File: src/rtl/serial_word_feeder_pkg.sv
// Shared definitions for the serial word feeder: FSM state encoding and default word width.
package serial_word_feeder_pkg;

  localparam int unsigned DefaultWidth = 8;

  typedef enum logic [1:0] {
    StIdle  = 2'b00,
    StPrime = 2'b01,
    StShift = 2'b10,
    StDone  = 2'b11
  } state_e;

endpackage

File: src/rtl/serial_word_feeder_piso_shift_reg.sv
// Parallel-in serial-out shift register; shifts toward the output end and fills with zeros.
module serial_word_feeder_piso_shift_reg #(
  parameter int unsigned Width    = 8,
  parameter bit          LsbFirst = 1'b1
) (
  input  logic             clk_i,
  input  logic             rst_i,
  input  logic             load_i,
  input  logic [Width-1:0] data_i,
  input  logic             shift_i,
  output logic             ser_o
);

  logic [Width-1:0] shreg_q, shreg_d;

  always_comb begin
    shreg_d = shreg_q;
    if (load_i) begin
      shreg_d = data_i;
    end else if (shift_i) begin
      shreg_d = LsbFirst ? {1'b0, shreg_q[Width-1:1]} : {shreg_q[Width-2:0], 1'b0};
    end
  end

  always_ff @(posedge clk_i) begin
    if (rst_i) begin
      shreg_q <= '0;
    end else begin
      shreg_q <= shreg_d;
    end
  end

  assign ser_o = LsbFirst ? shreg_q[0] : shreg_q[Width-1];

endmodule

File: src/rtl/serial_word_feeder.sv
// Accepts a parallel word, pulses the downstream FSM reset, then streams the word one bit per
// clock and flags the end of the word. All outputs are decoded from registered state only.
module serial_word_feeder
  import serial_word_feeder_pkg::*;
#(
  parameter int unsigned WIDTH     = DefaultWidth,
  parameter bit          LSB_FIRST = 1'b1
) (
  input  logic             clk,
  input  logic             rst,
  input  logic             load_valid,
  input  logic [WIDTH-1:0] load_data,
  output logic             load_ready,
  output logic             ser_bit,
  output logic             ser_valid,
  output logic             fsm_rst,
  output logic             busy,
  output logic             word_done
);

  localparam int unsigned    CntW    = $clog2(WIDTH);
  localparam logic [CntW-1:0] LastCnt = CntW'(WIDTH - 1);

  state_e          state_q, state_d;
  logic [CntW-1:0] cnt_q, cnt_d;
  logic            load, shift, piso_bit;

  serial_word_feeder_piso_shift_reg #(
    .Width    (WIDTH),
    .LsbFirst (LSB_FIRST)
  ) u_piso (
    .clk_i   (clk),
    .rst_i   (rst),
    .load_i  (load),
    .data_i  (load_data),
    .shift_i (shift),
    .ser_o   (piso_bit)
  );

  always_comb begin
    state_d    = state_q;
    cnt_d      = cnt_q;
    load       = 1'b0;
    shift      = 1'b0;
    load_ready = 1'b0;
    ser_bit    = 1'b0;
    ser_valid  = 1'b0;
    fsm_rst    = 1'b0;
    busy       = 1'b0;
    word_done  = 1'b0;
    unique case (state_q)
      StIdle: begin
        load_ready = 1'b1;
        if (load_valid) begin
          load    = 1'b1;
          cnt_d   = '0;
          state_d = StPrime;
        end
      end
      StPrime: begin
        fsm_rst = 1'b1;
        busy    = 1'b1;
        state_d = StShift;
      end
      StShift: begin
        ser_valid = 1'b1;
        ser_bit   = piso_bit;
        busy      = 1'b1;
        shift     = 1'b1;
        // Hold the counter on the last bit so it never wraps inside a word.
        if (cnt_q == LastCnt) begin
          state_d = StDone;
        end else begin
          cnt_d = cnt_q + 1'b1;
        end
      end
      StDone: begin
        word_done = 1'b1;
        busy      = 1'b1;
        state_d   = StIdle;
      end
      default: state_d = StIdle;
    endcase
  end

  always_ff @(posedge clk) begin
    if (rst) begin
      state_q <= StIdle;
      cnt_q   <= '0;
    end else begin
      state_q <= state_d;
      cnt_q   <= cnt_d;
    end
  end

endmodule

File: config.mk
export PLATFORM = sky130hd
export DESIGN_NAME = serial_word_feeder
export DESIGN_NICKNAME = d
export VERILOG_FILES = /design/src/rtl/serial_word_feeder_pkg.sv /design/src/rtl/serial_word_feeder_piso_shift_reg.sv /design/src/rtl/serial_word_feeder.sv
export SDC_FILE = /design/constraint.sdc
export NUM_CORES = 1
export LEC_CHECK = 0
export ABC_AREA = 1
export ABC_CLOCK_PERIOD_IN_PS = 1100
export BUFFER_PORTS_ARGS = -buffer_cell sky130_fd_sc_hd__buf_2
export CAP_MARGIN = 20
export CORE_ASPECT_RATIO = 1.1
export CORE_MARGIN = 8
export CORE_UTILIZATION = 28
export CTS_CLUSTER_DIAMETER = 150
export DETAILED_ROUTE_END_ITERATION = 10
export HOLD_SLACK_MARGIN = 0.12
export PLACE_DENSITY_LB_ADDON = 0.12
export SKIP_LAST_GASP = 1
export SLEW_MARGIN = 20
export SYNTH_ARGS = -nofsm -noshare
export SYNTH_HDL_FRONTEND = slang
export SYNTH_SLANG_ARGS = --single-unit
File: constraint.sdc
create_clock -name clk -period 1.1 [get_ports clk]
set_input_delay 0.055 -clock clk [delete_from_list [all_inputs] [get_ports clk]]
set_output_delay 0.055 -clock clk [all_outputs]
set_load 0.01 [all_outputs]
; Word-level counts from Yosys, hierarchy flattened
; Index checks and enable logic that the tools add are counted.
; Widths: inputs -> output; s select.
[word_totals]
regBits = 13
input_bits = 11
out_inout_bits = 6
wordCells = 33
[op_classes]
n_addsub = 1
eq_ne = 7
mux = 16
reduce_logical = 6
[op_table]
columns = op, n
row1 = $mux 8, 2
row2 = $mux 1, 8
row3 = $pmux 2 s4, 1
row4 = $mux 3, 2
row5 = $ne 2x2->1 const B, 3
row6 = $pmux 3 s2, 1
row7 = $eq 2x2->1 const B, 2
row8 = $mux 2, 2
row9 = $reduce_bool 2->1, 2
row10 = $add 3x1->3 const B, 1
row11 = $eq 3x3->1 const B, 1
row12 = $reduce_and 3->1, 1
row13 = $reduce_or 3->1, 1
row14 = $eq 2x1->1 const B, 1
row15 = $logic_not 2->1, 1
row16 = $reduce_and 2->1, 1

; Longest topological paths before layout
; Gate-level depths: netlist of run 1.
[depth]
ltp_word = 4
mapped_depth = 8
depth_no_buf = 8

; Cells and area by module
; Synthesis of run 1 repeated with hierarchy kept, for this count alone.
[unflattened]
cells_unflattened = 119
area_unflattened_um2 = 792.0
[by_module_without_submodules]
columns = module, n_inst, cells_each, area_each_um2, seq_area_each_um2
row1 = serial_word_feeder_piso_shift_reg, 1, 63, 406.6, 160.2
row2 = serial_word_feeder, 1, 56, 385.4, 100.1

; Worst setup path after synthesis of run 1
; OpenSTA, ideal clock, no wires.
[synth_timing]
path_type = reg2reg
start = register state_q[1]
end = register cnt_q[0]
setup_ps = 115
t_arrival_ps = 1153
required_time_ps = 985
slack_ps = -168
path_stages_with_launch = 9
path_buffers = 0
period_less_slack_ps = 1268
path_cell_list = dfxtp_1 inv_1 ha_1 inv_1 nand2_1 nand2_1 nand3_1 nand2_1 nor2_1
[synth_between]
elab_chain_len = 3
word_cells_on_any_way = 7
classes_between = eq/ne: 3 / mux: 1 / reduce/logical: 3
[synth_lines]
columns = item, line_no
row1 = from (decl), serial_word_feeder.sv:24  ; state_e state_q, state_d;
row2 = from (signal assigned), serial_word_feeder.sv:88  ; state_q <= StIdle;
row3 = from (signal assigned), serial_word_feeder.sv:91  ; state_q <= state_d;
row4 = $eq 2x2->1 or $logic_not 2->1 (tied branches), serial_word_feeder.sv:51  ; unique case (state_q)
row5 = $ne 2x2->1 (no line) or $reduce_bool 2->1 (tied branches), n/a
row6 = $reduce_and 3->1 (no line), n/a
row7 = to (signal assigned), serial_word_feeder.sv:92  ; cnt_q <= cnt_d;
row8 = to (decl), serial_word_feeder.sv:25  ; logic [CntW-1:0] cnt_q, cnt_d;
; Several ways; a longest one is shown, not always the timed one.
; A chain may end at the register's enable or synchronous reset.

; Worst setup path in the final report of run 1
[layout_timing]
start = register state_q[0]
end = register u_piso.shreg_q[7]
[layout_between]
elab_chain_len = 3
word_cells_on_any_way = 6
classes_between = eq/ne: 1 / mux: 3 / reduce/logical: 2
[layout_lines]
columns = item, line_no
row1 = $eq 2x2->1 or $logic_not 2->1 (tied branches), serial_word_feeder.sv:51
row2 = $mux 1, serial_word_feeder.sv:51
row3 = $reduce_bool 2->1 (no line) or $mux 8 (tied branches), n/a
row4 = to (signal assigned), serial_word_feeder_piso_shift_reg.sv:29  ; shreg_q <= shreg_d;
row5 = to (decl), serial_word_feeder_piso_shift_reg.sv:14  ; logic [Width-1:0] shreg_q, shreg_d;
; Several ways; a longest one is shown, not always the timed one.

==> impl_metrics.env, run 1 <==
export IMPL_total_power_mw=3.36
export IMPL_crit_fanout=6
export IMPL_core_mm2=0.00250
export IMPL_max_freq_mhz=805
export IMPL_drive_gt1_share_pct=47.3
export IMPL_ys_flop_type="dfxtp_1"
export IMPL_hpwlAfterDp_mm=1.35
export IMPL_synth_edf_count=0
export IMPL_p_leak_nw=0.608
export IMPL_grt_pass1_wl_mm=3.57
export IMPL_holdWs_ps=223
export IMPL_arrival_ps=1450
export IMPL_final_nets=168
export IMPL_syn_to_final_growth_pct=75.8
export IMPL_fin_util_pct=51.6
export IMPL_yosys_area_top_type="dfxtp_1"
export IMPL_placed_area_um2=943
export IMPL_seqPwrFrac_pct=24.1
export IMPL_place_gp_congestion=0.749
export IMPL_combPwrFrac_pct=66.8
export IMPL_ys_seq_area_share_pct=35.5
export IMPL_cts_tree="built"
export IMPL_setup_worst_path_start="state_q[0]"
export IMPL_maxCapViolCount=0
export IMPL_htreeDepth=1
export IMPL_violations="setup timing"
export IMPL_hold_viol=0
export IMPL_slowest_delay_ps=360
export IMPL_io_pins=17
export IMPL_vias=792
export IMPL_yosys_warnings=0
export IMPL_end_kind="flip-flop"
export IMPL_power_frac_clock_pct=9.1
export IMPL_synth_cell_types=14
export IMPL_tightest_slew_ps=234
export IMPL_wl_per_cell_um=11.0
export IMPL_cts_buffer_depth=2
export IMPL_grt_pass1_vias=872
export IMPL_relSlewSlack_pct=84.4
export IMPL_cts_clk_slew_worst_paths_ps=90
export IMPL_viasPerCell=4.42
export IMPL_syn_nets=124
export IMPL_crit_chain="inv_4 -> ha_4 -> buf_12 -> buf_12 -> nor2_4 -> nand2_1 -> a21oi_1"
export IMPL_synth_top_area_share_pct=35.5
export IMPL_io_buffer_count=16
export IMPL_final_cell_area_mm2=0.00129
export IMPL_netlist_area_um2=733
export IMPL_cts_root_buffer="clkbuf_4"
export IMPL_clock_latency_ps=280
export IMPL_grt_usage_pct=9.58
export IMPL_syn_instance_count=105
export IMPL_clock_skew_ps=8.15
export IMPL_ant_nets=0
export IMPL_drt_total_wl_mm=1.97
export IMPL_worstReg2RegStart="state_q[0]"
export IMPL_numCtsBuffers=3
export IMPL_setup_viol_count_final=19
export IMPL_initial_core_util_pct=29.4
export IMPL_antennaDiodeCount=0
export IMPL_critPathLaunchType="flip-flop"
export IMPL_powerDensity_mw_per_mm2=2610
export IMPL_antenna_found_initial=0
export IMPL_rsz0062_at_grt="true"
export IMPL_drc=0
export IMPL_grt_overflow=0
export IMPL_row_count=19
export IMPL_layout_min_cycle_time_ps=1240
export IMPL_cts_sinks=13
export IMPL_firstDrtPassIters=4
export IMPL_setup_ws_ps=-143
export IMPL_worstPathRequired_ps=1310
export IMPL_finalCritPeriodShare_pct=113
export IMPL_slew_viol_final=0
export IMPL_crit_top_cell="buf_12"
export IMPL_synth_area_leaders="dfxtp_1 (35%), nand2_1 (19%), ha_1 (14%)"
export IMPL_die_area_mm2=0.00451
export IMPL_die_h_um=69.7
export IMPL_synth_avg_cell_area_um2=6.98
export IMPL_hold_class="input port to flip-flop"
export IMPL_yosys_top_cells_count="nand2_1 (37), a21oi_1 (13), dfxtp_1 (13), inv_1 (12), ha_1 (8)"
export IMPL_dieWidth_um=64.8
export IMPL_ys_async_sr_fraction_pct=0
export IMPL_grt_max_degree=9
export IMPL_dr_first_iter_drc_count=25
export IMPL_status="finished, violations left"
export IMPL_p_sw_mw=1.37
export IMPL_hp_start="load_valid"
export IMPL_path_class="flip-flop to flip-flop"
export IMPL_ir_drop_uv=1490
export IMPL_synth_most_common_cell="nand2_1"
export IMPL_cp_slowest_cell="dfxtp_2"
export IMPL_p_int_mw=2.00
export IMPL_setup_tns_final_ps=-1610
export IMPL_ys_ff_latch=13
export IMPL_swShare_pct=40.7
-- final cells by class --
cell class,instances,area (um2)
Inverter,12,52.6
Clock buffer,4,26.3
Timing Repair Buffer,42,360
Multi-Input combinational cell,77,543
Tap cell,31,38.8
Fill cell,266,1210
Sequential cell,13,268
-- routing by layer --
metal | vias up | share of wire (%) | track usage [%]
met5 | - | 0 | 0
met4 | 0 | 2.1 | 5.10
met3 | 4 | 4.5 | 2.91
met2 | 13 | 51 | 16.9
met1 | 353 | 42 | 9.67
li1 | 422 | - | -
-- repair_timing --
action,in CTS,in global routing
resized for setup,39,4
hold buffers,9,0
pin swaps,8,4
setup buffers,6,1
endpoints found under the hold margin,9,0
setup endpoints to repair,19,19
-- path summary, 6_finish.rpt --
check	end	slack, ps	cells past startpoint
setup / recovery	u_piso.shreg_q[7]	-140	7
hold / removal	state_q[1]	220	5
setup reg to reg	u_piso.shreg_q[7]	-140	7
hold reg to reg	u_piso.shreg_q[4]	470	2
-- power groups by stage --
| stage | clock, mW | combinational (mW) | sequential (mW) |
|---|---|---|---|
| global placement | 0 | 1.51 | 0.756 |
| finish | 0.307 | 2.25 | 0.811 |
| global route | 0.336 | 2.49 | 0.838 |
| floorplan | 0 | 1.01 | 0.746 |
| CTS | 0.322 | 2.10 | 0.813 |
| detailed placement | 0 | 1.50 | 0.756 |
-- critical path, delay by kind of cell, from the launching register on --
family | cells | cell delay, ps
compound gates | 1 | 120
buf+inv | 3 | 300
fa+ha+maj | 1 | 170
simple gates | 2 | 210
flops | 1 | 360
-- state kept, by name, indices dropped and copies added, names as in the netlist --
signal / count
cnt_q: 3
state_q: 2
u_piso.shreg_q: 8
-- per-stage QoR --
stage	cells	setup WS, ps
2_1_floorplan	105	-9.68
3_3_place_gp	159	-119
3_5_place_dp	159	-116
4_1_cts	178	-153
5_1_grt	179	-231
6_report	179	-143
-- logic make-up (layout without fill, tap and decap cells) --
family,after synthesis,after routing,share of synthesized area (%)
simple gates,49,49,27.3
compound gates,20,20,13.7
buf+inv,15,58,9.90
flops,13,13,35.5
fa+ha+maj,8,8,13.7
-- cell usage in the layout, fill, tap and decap left out, types with 3 or more instances in the layout --
master	synthesis	final
buf_6	2	8
nand2_1	37	29
inv_4	0	3
a21oi_1	13	10
dfxtp_2	0	3
nand2_2	1	4
o21ai_1	5	6
nor2_1	5	5
nand2_4	0	5
inv_2	0	3
a21oi_2	0	3
ha_4	0	5
inv_1	12	6
dfxtp_1	13	9
clkbuf_4	0	3
dlygate4sd3_1	0	9
buf_2	0	13
buf_4	0	10
Note: power is estimated with default switching activity, not from simulation.
==> inputs of run 2 (changes only) <==
- CAP_MARGIN: 20 -> 30
- PLACE_DENSITY: not set -> 0.53
- PLACE_DENSITY_LB_ADDON: 0.12 -> not set
==> run 2 against run 1 <==
Effect of this change: the run still ends with setup timing left; flip-flop and latch count unchanged; non-clock buffer count decreased by 2; final cell count fell by 1.1%; sequential share of layout area rose by 0.37 points; sequential power rose by 0.9%; die area unchanged; clock skew is 4.0 ps lower.
==> impl_metrics.env, run 2 (synthesis results as in run 1) <==
export IMPL_hold_class="input port to flip-flop"
export IMPL_syn_to_final_growth_pct=72.7
export IMPL_grt_overflow=0
export IMPL_tightest_slew_ps=208
export IMPL_max_freq_mhz=811
export IMPL_io_buffer_count=16
export IMPL_p_leak_nw=0.599
export IMPL_core_mm2=0.00250
export IMPL_setup_viol_count_final=15
export IMPL_cts_clk_slew_worst_paths_ps=80
export IMPL_finalCritPeriodShare_pct=112
export IMPL_post_place_ws_ps=-144
export IMPL_arrival_ps=1180
export IMPL_final_common_cell="nand2_1"
export IMPL_die_area_mm2=0.00451
export IMPL_crit_fanout=4
export IMPL_vias=798
export IMPL_grt_max_degree=11
export IMPL_antenna_found_initial=0
export IMPL_numCtsBuffers=3
export IMPL_rsz0062_at_grt="true"
export IMPL_status="finished, violations left"
export IMPL_dieWidth_um=64.8
export IMPL_row_count=19
export IMPL_layout_min_cycle_time_ps=1230
export IMPL_hp_start="load_valid"
export IMPL_cp_slowest_cell="dfxtp_2"
export IMPL_drt_total_wl_mm=2.04
export IMPL_firstDrtPassIters=4
export IMPL_ir_drop_uv=1160
export IMPL_powerDensity_mw_per_mm2=2520
export IMPL_relSlewSlack_pct=86.1
export IMPL_grt_pass1_vias=878
export IMPL_place_gp_congestion=0.769
export IMPL_path_class="flip-flop to output port"
export IMPL_antennaDiodeCount=0
export IMPL_hold_viol=0
export IMPL_worstPathRequired_ps=1040
export IMPL_final_nets=166
export IMPL_path_buf_inv=3
export IMPL_violations="setup timing"
export IMPL_largest_reg_flops=8
export IMPL_cts_buffer_depth=2
export IMPL_critPathTopFamily="flip-flops"
export IMPL_clock_latency_ps=280
export IMPL_crit_chain="inv_4 -> ha_2 -> buf_4 -> buf_2"
export IMPL_slowest_delay_ps=340
export IMPL_layout_common_cells="nand2_1 (31), a21oi_1 (11), buf_2 (11), buf_4 (10)"
export IMPL_initial_core_util_pct=29.4
export IMPL_drive_gt1_share_pct=45.2
export IMPL_drc=0
export IMPL_viasPerCell=4.51
export IMPL_end_kind="output port"
export IMPL_cts_root_buffer="clkbuf_4"
export IMPL_largest_register="u_piso.shreg_q"
export IMPL_die_h_um=69.7
export IMPL_htreeDepth=1
export IMPL_ant_nets=0
export IMPL_grt_pass1_wl_mm=3.51
export IMPL_clock_skew_ps=4.18
export IMPL_dr_first_iter_drc_count=16
export IMPL_setup_ws_ps=-133
export IMPL_top_regs="u_piso.shreg_q: 8 flops, cnt_q: 3 flops, state_q: 2 flops"
export IMPL_io_pins=17
export IMPL_critPathLaunchType="flip-flop"
export IMPL_slew_viol_final=0
export IMPL_cts_tree="built"
export IMPL_setup_worst_path_start="state_q[0]"
export IMPL_hpwlAfterDp_mm=1.42
export IMPL_wl_per_cell_um=11.5
export IMPL_cts_sinks=13
export IMPL_setup_tns_final_ps=-1250
export IMPL_grt_usage_pct=9.52
export IMPL_maxCapViolCount=0
export IMPL_worstReg2RegStart="state_q[1]"
==> run 2: cell types whose count changed in the layout (fill, tap and decap cells not counted), sizes merged <==
cell	before	now
buf	33	31
==> run 2: power by group <==
part	leakage (nW)	switching, mW	internal (mW)	total, mW
registers	0.109	0.154	0.663	0.818
clock network	0.0150	0.168	0.141	0.308
logic	0.475	1.01	1.05	2.06
==> run 2: layer usage <==
metal	track usage [%]	part of all wire [%]
met1	9.69	41
met2	17.0	52
met3	3.39	5.0
met4	3.64	1.5
met5	0	0
==> run 2: repair_timing <==
item | 4_1_cts | 5_1_grt
hold endpoints to repair | 9 | 0
endpoints found under the setup margin | 19 | 19
pin swaps | 4 | 3
hold buffers | 9 | 0
gates resized for setup | 29 | 12
buffers inserted | 3 | 1
==> run 2: area by class of cell <==
| type | instances | area (um2) |
|---|---|---|
| Sequential cell | 13 | 268 |
| Multi-Input combinational cell | 77 | 539 |
| Timing Repair Buffer | 40 | 342 |
| Inverter | 12 | 52.6 |
| Fill cell | 235 | 1230 |
| Tap cell | 31 | 38.8 |
| Clock buffer | 4 | 26.3 |
==> run 2: final timing paths <==
| path | endpoint | cells past startpoint | slack (ps) |
|---|---|---|---|
| worst max-delay path | ser_valid | 4 | -130 |
| worst min-delay path | u_piso.shreg_q[5] | 4 | 190 |
| worst max register to register | cnt_q[2] | 8 | -110 |
| worst min register to register | u_piso.shreg_q[2] | 2 | 460 |
==> run 2: per-stage QoR <==
| step | hold WS, ps | utilization (%) | cells | cell area [um2] | total power, mW |
|---|---|---|---|---|---|
| 3_3_place_gp | 321 | 38.1 | 160 | 951 | 2.27 |
| 2_1_floorplan | 202 | - | 105 | 764 | 1.76 |
| 6_report | 191 | 50.7 | 177 | 1270 | 3.19 |
| 3_5_place_dp | 325 | 38.1 | 160 | 951 | 2.31 |
| 4_1_cts | 188 | 48.2 | 176 | 1200 | 3.07 |
| 5_1_grt | 215 | 50.7 | 177 | 1270 | 3.45 |
==> run 2: tightest hold or removal path: cells and delay by family <==
kind,cells,cell delay [ps]
AOI/OAI and AO/OA,2,180
buffers and inverters,1,110
and+or+nand+nor,1,80
